### config.mk
export PLATFORM = sky130hd
export DESIGN_NAME = adpcm_sr_dq_update
export DESIGN_NICKNAME = d
export VERILOG_FILES = /design/src/rtl/adpcm_sr_dq_update.sv
export SDC_FILE = /design/constraint.sdc
export NUM_CORES = 1
export LEC_CHECK = 0
export BUFFER_PORTS_ARGS = -buffer_cell sky130_fd_sc_hd__buf_2
export CAP_MARGIN = 25
export CORE_MARGIN = 2
export CORE_UTILIZATION = 52
export DETAILED_ROUTE_END_ITERATION = 16
export PLACE_DENSITY = 0.75
export SETUP_SLACK_MARGIN = 0.5
export SLEW_MARGIN = 20
export SYNTH_ARGS = -nofsm -noshare
export SYNTH_HDL_FRONTEND = slang
export SYNTH_SLANG_ARGS = --single-unit
### constraint.sdc
create_clock -name clk -period 4 [get_ports clk]
set_input_delay 0.6 -clock clk [delete_from_list [all_inputs] [get_ports clk]]
set_output_delay 0.6 -clock clk [all_outputs]
set_load 0.02 [all_outputs]
### src/rtl/adpcm_sr_dq_update.sv
`default_nettype none
// ============================================================================
// Module   : adpcm_sr_dq_update
// Purpose  : Reconstructs SR = SE + DQ (ADDB form). Converts DQ and SR to the
//            11-bit float format used by the predictor (FLOATA/FLOATB) with a
//            fixed-length serial normaliser, then shifts both values into the
//            DQ1..DQ6 / SR1..SR2 history lines.
// Revision : 1.0 - initial release
// ============================================================================
module adpcm_sr_dq_update (
  input  logic        clk,
  input  logic        reset,
  input  logic        start,
  input  logic [15:0] DQ,
  input  logic [14:0] SE,
  output logic        done,
  output logic [15:0] SR,
  output logic [10:0] DQ1,
  output logic [10:0] DQ2,
  output logic [10:0] DQ3,
  output logic [10:0] DQ4,
  output logic [10:0] DQ5,
  output logic [10:0] DQ6,
  output logic [10:0] SR1,
  output logic [10:0] SR2
);

  typedef enum logic [1:0] {
    IDLE   = 2'd0,
    LOAD   = 2'd1,
    NORM   = 2'd2,
    UPDATE = 2'd3
  } state_t;

  // G.726 initial value of every history entry
  localparam logic [10:0] C_HIST_INIT = 11'd32;
  // Index of the last normalisation cycle (15 cycles: 0..14)
  localparam logic [3:0]  C_NORM_LAST = 4'd14;

  state_t      state_q, state_d;
  logic [15:0] dq_in_q, dq_in_d;
  logic [14:0] se_in_q, se_in_d;
  logic [15:0] sr_q, sr_d;
  logic [14:0] dq_mag_q, dq_mag_d, sr_mag_q, sr_mag_d;
  logic [3:0]  dq_exp_q, dq_exp_d, sr_exp_q, sr_exp_d;
  logic        dq_sign_q, dq_sign_d, sr_sign_q, sr_sign_d;
  logic        dq_zero_q, dq_zero_d, sr_zero_q, sr_zero_d;
  logic [3:0]  cnt_q, cnt_d;
  logic [10:0] dq_hist_q [6];
  logic [10:0] dq_hist_d [6];
  logic [10:0] sr_hist_q [2];
  logic [10:0] sr_hist_d [2];

  logic [15:0] w_dq_neg, w_dqi, w_sei, w_sr_sum;
  logic [14:0] w_sr_mag;
  logic [10:0] w_dq_float, w_sr_float;

  // Reconstruction arithmetic on the captured operands and float packing
  always_comb begin
    w_dq_neg   = 16'd0 - {1'b0, dq_in_q[14:0]};
    w_dqi      = dq_in_q[15] ? w_dq_neg : dq_in_q;
    w_sei      = {se_in_q[14], se_in_q};
    w_sr_sum   = w_dqi + w_sei;
    // SR = 0x8000 folds to magnitude 0, matching the reference's 15-bit mask
    w_sr_mag   = w_sr_sum[15] ? (15'd0 - w_sr_sum[14:0]) : w_sr_sum[14:0];
    w_dq_float = {dq_sign_q, dq_exp_q, dq_zero_q ? 6'd32 : dq_mag_q[14:9]};
    w_sr_float = {sr_sign_q, sr_exp_q, sr_zero_q ? 6'd32 : sr_mag_q[14:9]};
  end

  // Next-state and datapath update for each phase of an operation
  always_comb begin
    state_d   = state_q;
    dq_in_d   = dq_in_q;
    se_in_d   = se_in_q;
    sr_d      = sr_q;
    dq_mag_d  = dq_mag_q;
    sr_mag_d  = sr_mag_q;
    dq_exp_d  = dq_exp_q;
    sr_exp_d  = sr_exp_q;
    dq_sign_d = dq_sign_q;
    sr_sign_d = sr_sign_q;
    dq_zero_d = dq_zero_q;
    sr_zero_d = sr_zero_q;
    cnt_d     = cnt_q;
    dq_hist_d = dq_hist_q;
    sr_hist_d = sr_hist_q;
    case (state_q)
      IDLE: begin
        if (start) begin
          dq_in_d = DQ;
          se_in_d = SE;
          state_d = LOAD;
        end
      end
      LOAD: begin
        sr_d      = w_sr_sum;
        dq_mag_d  = dq_in_q[14:0];
        sr_mag_d  = w_sr_mag;
        dq_sign_d = dq_in_q[15];
        sr_sign_d = w_sr_sum[15];
        dq_zero_d = (dq_in_q[14:0] == 15'd0);
        sr_zero_d = (w_sr_mag == 15'd0);
        dq_exp_d  = 4'd15;
        sr_exp_d  = 4'd15;
        cnt_d     = 4'd0;
        state_d   = NORM;
      end
      NORM: begin
        // Fixed cycle count keeps the latency independent of the data
        if (!dq_mag_q[14] && (dq_exp_q != 4'd0)) begin
          dq_mag_d = {dq_mag_q[13:0], 1'b0};
          dq_exp_d = dq_exp_q - 4'd1;
        end
        if (!sr_mag_q[14] && (sr_exp_q != 4'd0)) begin
          sr_mag_d = {sr_mag_q[13:0], 1'b0};
          sr_exp_d = sr_exp_q - 4'd1;
        end
        cnt_d = cnt_q + 4'd1;
        if (cnt_q == C_NORM_LAST) begin
          state_d = UPDATE;
        end
      end
      UPDATE: begin
        for (int i = 5; i > 0; i--) begin
          dq_hist_d[i] = dq_hist_q[i-1];
        end
        dq_hist_d[0] = w_dq_float;
        sr_hist_d[1] = sr_hist_q[0];
        sr_hist_d[0] = w_sr_float;
        state_d      = IDLE;
      end
      default: state_d = IDLE;
    endcase
  end

  // State and datapath registers; reset aborts any operation in flight
  always_ff @(posedge clk or negedge reset) begin
    if (!reset) begin
      state_q   <= IDLE;
      dq_in_q   <= 16'd0;
      se_in_q   <= 15'd0;
      sr_q      <= 16'd0;
      dq_mag_q  <= 15'd0;
      sr_mag_q  <= 15'd0;
      dq_exp_q  <= 4'd0;
      sr_exp_q  <= 4'd0;
      dq_sign_q <= 1'b0;
      sr_sign_q <= 1'b0;
      dq_zero_q <= 1'b0;
      sr_zero_q <= 1'b0;
      cnt_q     <= 4'd0;
      for (int i = 0; i < 6; i++) begin
        dq_hist_q[i] <= C_HIST_INIT;
      end
      for (int i = 0; i < 2; i++) begin
        sr_hist_q[i] <= C_HIST_INIT;
      end
    end else begin
      state_q   <= state_d;
      dq_in_q   <= dq_in_d;
      se_in_q   <= se_in_d;
      sr_q      <= sr_d;
      dq_mag_q  <= dq_mag_d;
      sr_mag_q  <= sr_mag_d;
      dq_exp_q  <= dq_exp_d;
      sr_exp_q  <= sr_exp_d;
      dq_sign_q <= dq_sign_d;
      sr_sign_q <= sr_sign_d;
      dq_zero_q <= dq_zero_d;
      sr_zero_q <= sr_zero_d;
      cnt_q     <= cnt_d;
      dq_hist_q <= dq_hist_d;
      sr_hist_q <= sr_hist_d;
    end
  end

  assign done = (state_q == IDLE);
  assign SR   = sr_q;
  assign DQ1  = dq_hist_q[0];
  assign DQ2  = dq_hist_q[1];
  assign DQ3  = dq_hist_q[2];
  assign DQ4  = dq_hist_q[3];
  assign DQ5  = dq_hist_q[4];
  assign DQ6  = dq_hist_q[5];
  assign SR1  = sr_hist_q[0];
  assign SR2  = sr_hist_q[1];

endmodule
`default_nettype wire

==> flow_summary.ini <==
[final_layout]
area_delta_synth_final_pct = 28.0
diodes = 0
drive_above_1_share_pct = 46.5
nets = 1035
fin_cells = 1206
fillerInstances = 1240

[logic_synthesis]
netlist_top_cells_area = dfrtp_1, mux2_2, ha_1
ys_seq_elements = 182
synth_edf_count = 0
yosysTopAreaCellShare_pct = 48.6
yosysMostFrequentCell = dfrtp_1
ys.flop_type = dfrtp_1
postSynthCellCount = 785
ys_types = 60
synthTopCellsByCount = dfrtp_1, mux2_2, nor2_1
syn_area_per_cell_um2 = 11.4
synth_nets = 847
yosysWarnings = 0
netlist_area_um2 = 8950
yosysSeqAreaShare_pct = 51.0
async_flop_share_pct = 100
yosysTopAreaCell = dfrtp_1

[detailed_routing]
viasPerCell = 5.60
wl_per_cell_um = 17.5
dr.pass1.iters = 5
drt_iter0_markers = 465
wl_um = 21100
drc = 0
drtAntennaViolNets = 0
num_vias = 6750

[sta]
tightest_slew_ns = 0.904
layout_setup_ws_ns = 0.0352
finalHoldViolCount = 0
skew_ns = 0.0101
slew_viol_final = 0
relSlewSlack_pct = 39.7
max_freq_mhz = 252
period_needed_ns = 3.96
finalSetupViolCount = 0
post-route-period-util_pct = 99.1
fin_tns_setup_ns = 0
rsz0062_at_grt = yes

[global_route]
grt_pass1_wl_um = 32600
grt-ovfl-total = 0
grt_max_degree = 106
track_usage_pct = 22.8
antenna_found_initial = 0
grt_pass1_vias = 6415

[cts]
htree_levels = 4
insertion_delay_ns = 0.44
clkSlewWorstSetupHoldPaths_ns = 0.07
root_buffer = clkbuf_16
cts.sinks = 182
clockBufferDepth = 2
cts_buffers = 17
cts_tree = built

[worst_setup_path]
worst-path-buf-inv = 1
crit_start = dq_in_q[4]$_DFFE_PN0P_
crit_chain = or3_4 > nor3_4 > nand2_2 > o41ai_2 > xnor2_1 > ha_1 > a21oi_2 > buf_4 > nand3_2 > xor2_1 > nor4_2 > a31oi_1 > xor2_1 > nand2b_1 > o32ai_2
crit_top_cell = xor2_1
r2r-start = dq_in_q[4]$_DFFE_PN0P_
crit_type = flip-flop to flip-flop
reg2reg_setup_slack_ns = 0.04
critical_path.slowest_cell = nor4_2
slowest_delay_ns = 0.45
crit_family = simple AND/OR/NAND/NOR gates
endpoint_kind = flip-flop
r2r_cells = 15
rr_endpoint = sr_zero_q$_DFFE_PN0P_
cp.required_ns = 4.35
critPathLaunchType = flip-flop
crit_path_max_fanout = 4
arrival_ns = 4.31

[floorplan]
dieHeight_um = 135
io_pins = 139
fp-row-count = 47
core_um2 = 16700
die_w_um = 135
initial_core_util_pct = 53.6
die_area_um2 = 18300

[placed_design]
place.gp.congestion = 0.937
dp_hpwl_um = 14100
port_buffers = 138
dpl_worst_slack_ns = 0.00546
dp.cells = 1143

[min_path]
hold_depth = 2
holdCritStartpoint = DQ[12]
worstHoldEndpoint = dq_in_q[12]$_DFFE_PN0P_
min_path_type = primary input to flip-flop

[run_status]
outcome = finished clean

[job]
cap_violations = 0
[cells by family (layout without fill, tap and decap cells)]
group	Yosys count	in the layout	synth area share [%]
flip-flops	182	182	51.0
adder cells (fa/ha/maj)	28	28	4.00
AO/OA/AOI/OAI	150	150	10.6
multiplexers	145	145	18.0
buffers and inverters	73	273	3.27
XOR/XNOR	38	38	3.72
AND/OR/NAND/NOR	169	170	9.45
[final cells by class]
type	count	area, um^2	area share (%)
sequential	182	4560	39.9
multi-input combinational	531	4540	39.7
timing repair buffer	211	1320	11.5
clock buffer	17	425	3.71
tap	220	275	2.40
clock inverter	15	209	1.82
inverter	30	113	0.983
[stage by stage]
stage                     utilization [%]  area, um^2  hold WS [ns]
after floorplan                         -        9010         0.304
after global placement               60.6       10100         0.462
after detailed placement             60.8       10200         0.471
after CTS                            66.4       11100         0.301
after global routing                 68.6       11500         0.373
final                                68.6       11500         0.388
[registers in the layout (all words and copies together) (netlist names), 15 cells and up]
register  flops
SR           16
dq_in_q      16
dq_mag_q     15
se_in_q      15
sr_mag_q     15
[worst max path at each step]
| stage | end | cells after the start |
|---|---|---|
| after global routing | sr_zero_q$_DFFE_PN0P_ | 17 |
| after floorplan | sr_zero_q$_DFFE_PN0P_ | 17 |
| final | sr_zero_q$_DFFE_PN0P_ | 15 |
| after detailed placement | sr_zero_q$_DFFE_PN0P_ | 17 |
| after global placement | sr_zero_q$_DFFE_PN0P_ | 17 |
| after CTS | sr_zero_q$_DFFE_PN0P_ | 16 |
[timing repair]
action	4_1_cts	5_1_grt
hold buffers	0	1
hold endpoints to repair	0	1
gates cloned	1	0
resized for setup	37	54
setup endpoints to repair	14	15
pin swaps	26	34
buffers inserted	14	14
[cells in the final DEF, fill, tap and decap left out, drive strengths merged, types with 3 or more instances in the layout]
master,count
or2,3
clkinv,8
mux2,122
nand4,5
xor2,9
dfrtp,174
a31o,7
nor4,4
nor2,57
buf,210
a21o,9
nand3,12
nand2,33
dfstp,8
inv,35
and2,3
nor3b,3
a211oi,9
and3,4
nand3b,8
ha,27
or3,3
a21oi,50
o2111ai,3
o21ai,36
nor2b,11
nor3,12
clkbuf,17
a31oi,6
o31ai,8
o22ai,5
mux2i,23
xnor2,29
nand2b,6
[layer usage]
layer  global-route usage [%]  routed length, um  vias to the layer above
met4                     6.60                289                        0
met3                     4.90               1210                       31
met2                     36.4              10300                      208
met1                     31.7               9370                     3337
li1                         -                  -                     3174
met5                        0                  0                        -
Power is left out: the tool's default activity adds up to more than one toggle a clock period on the data nets, which glitch-free logic cannot reach.
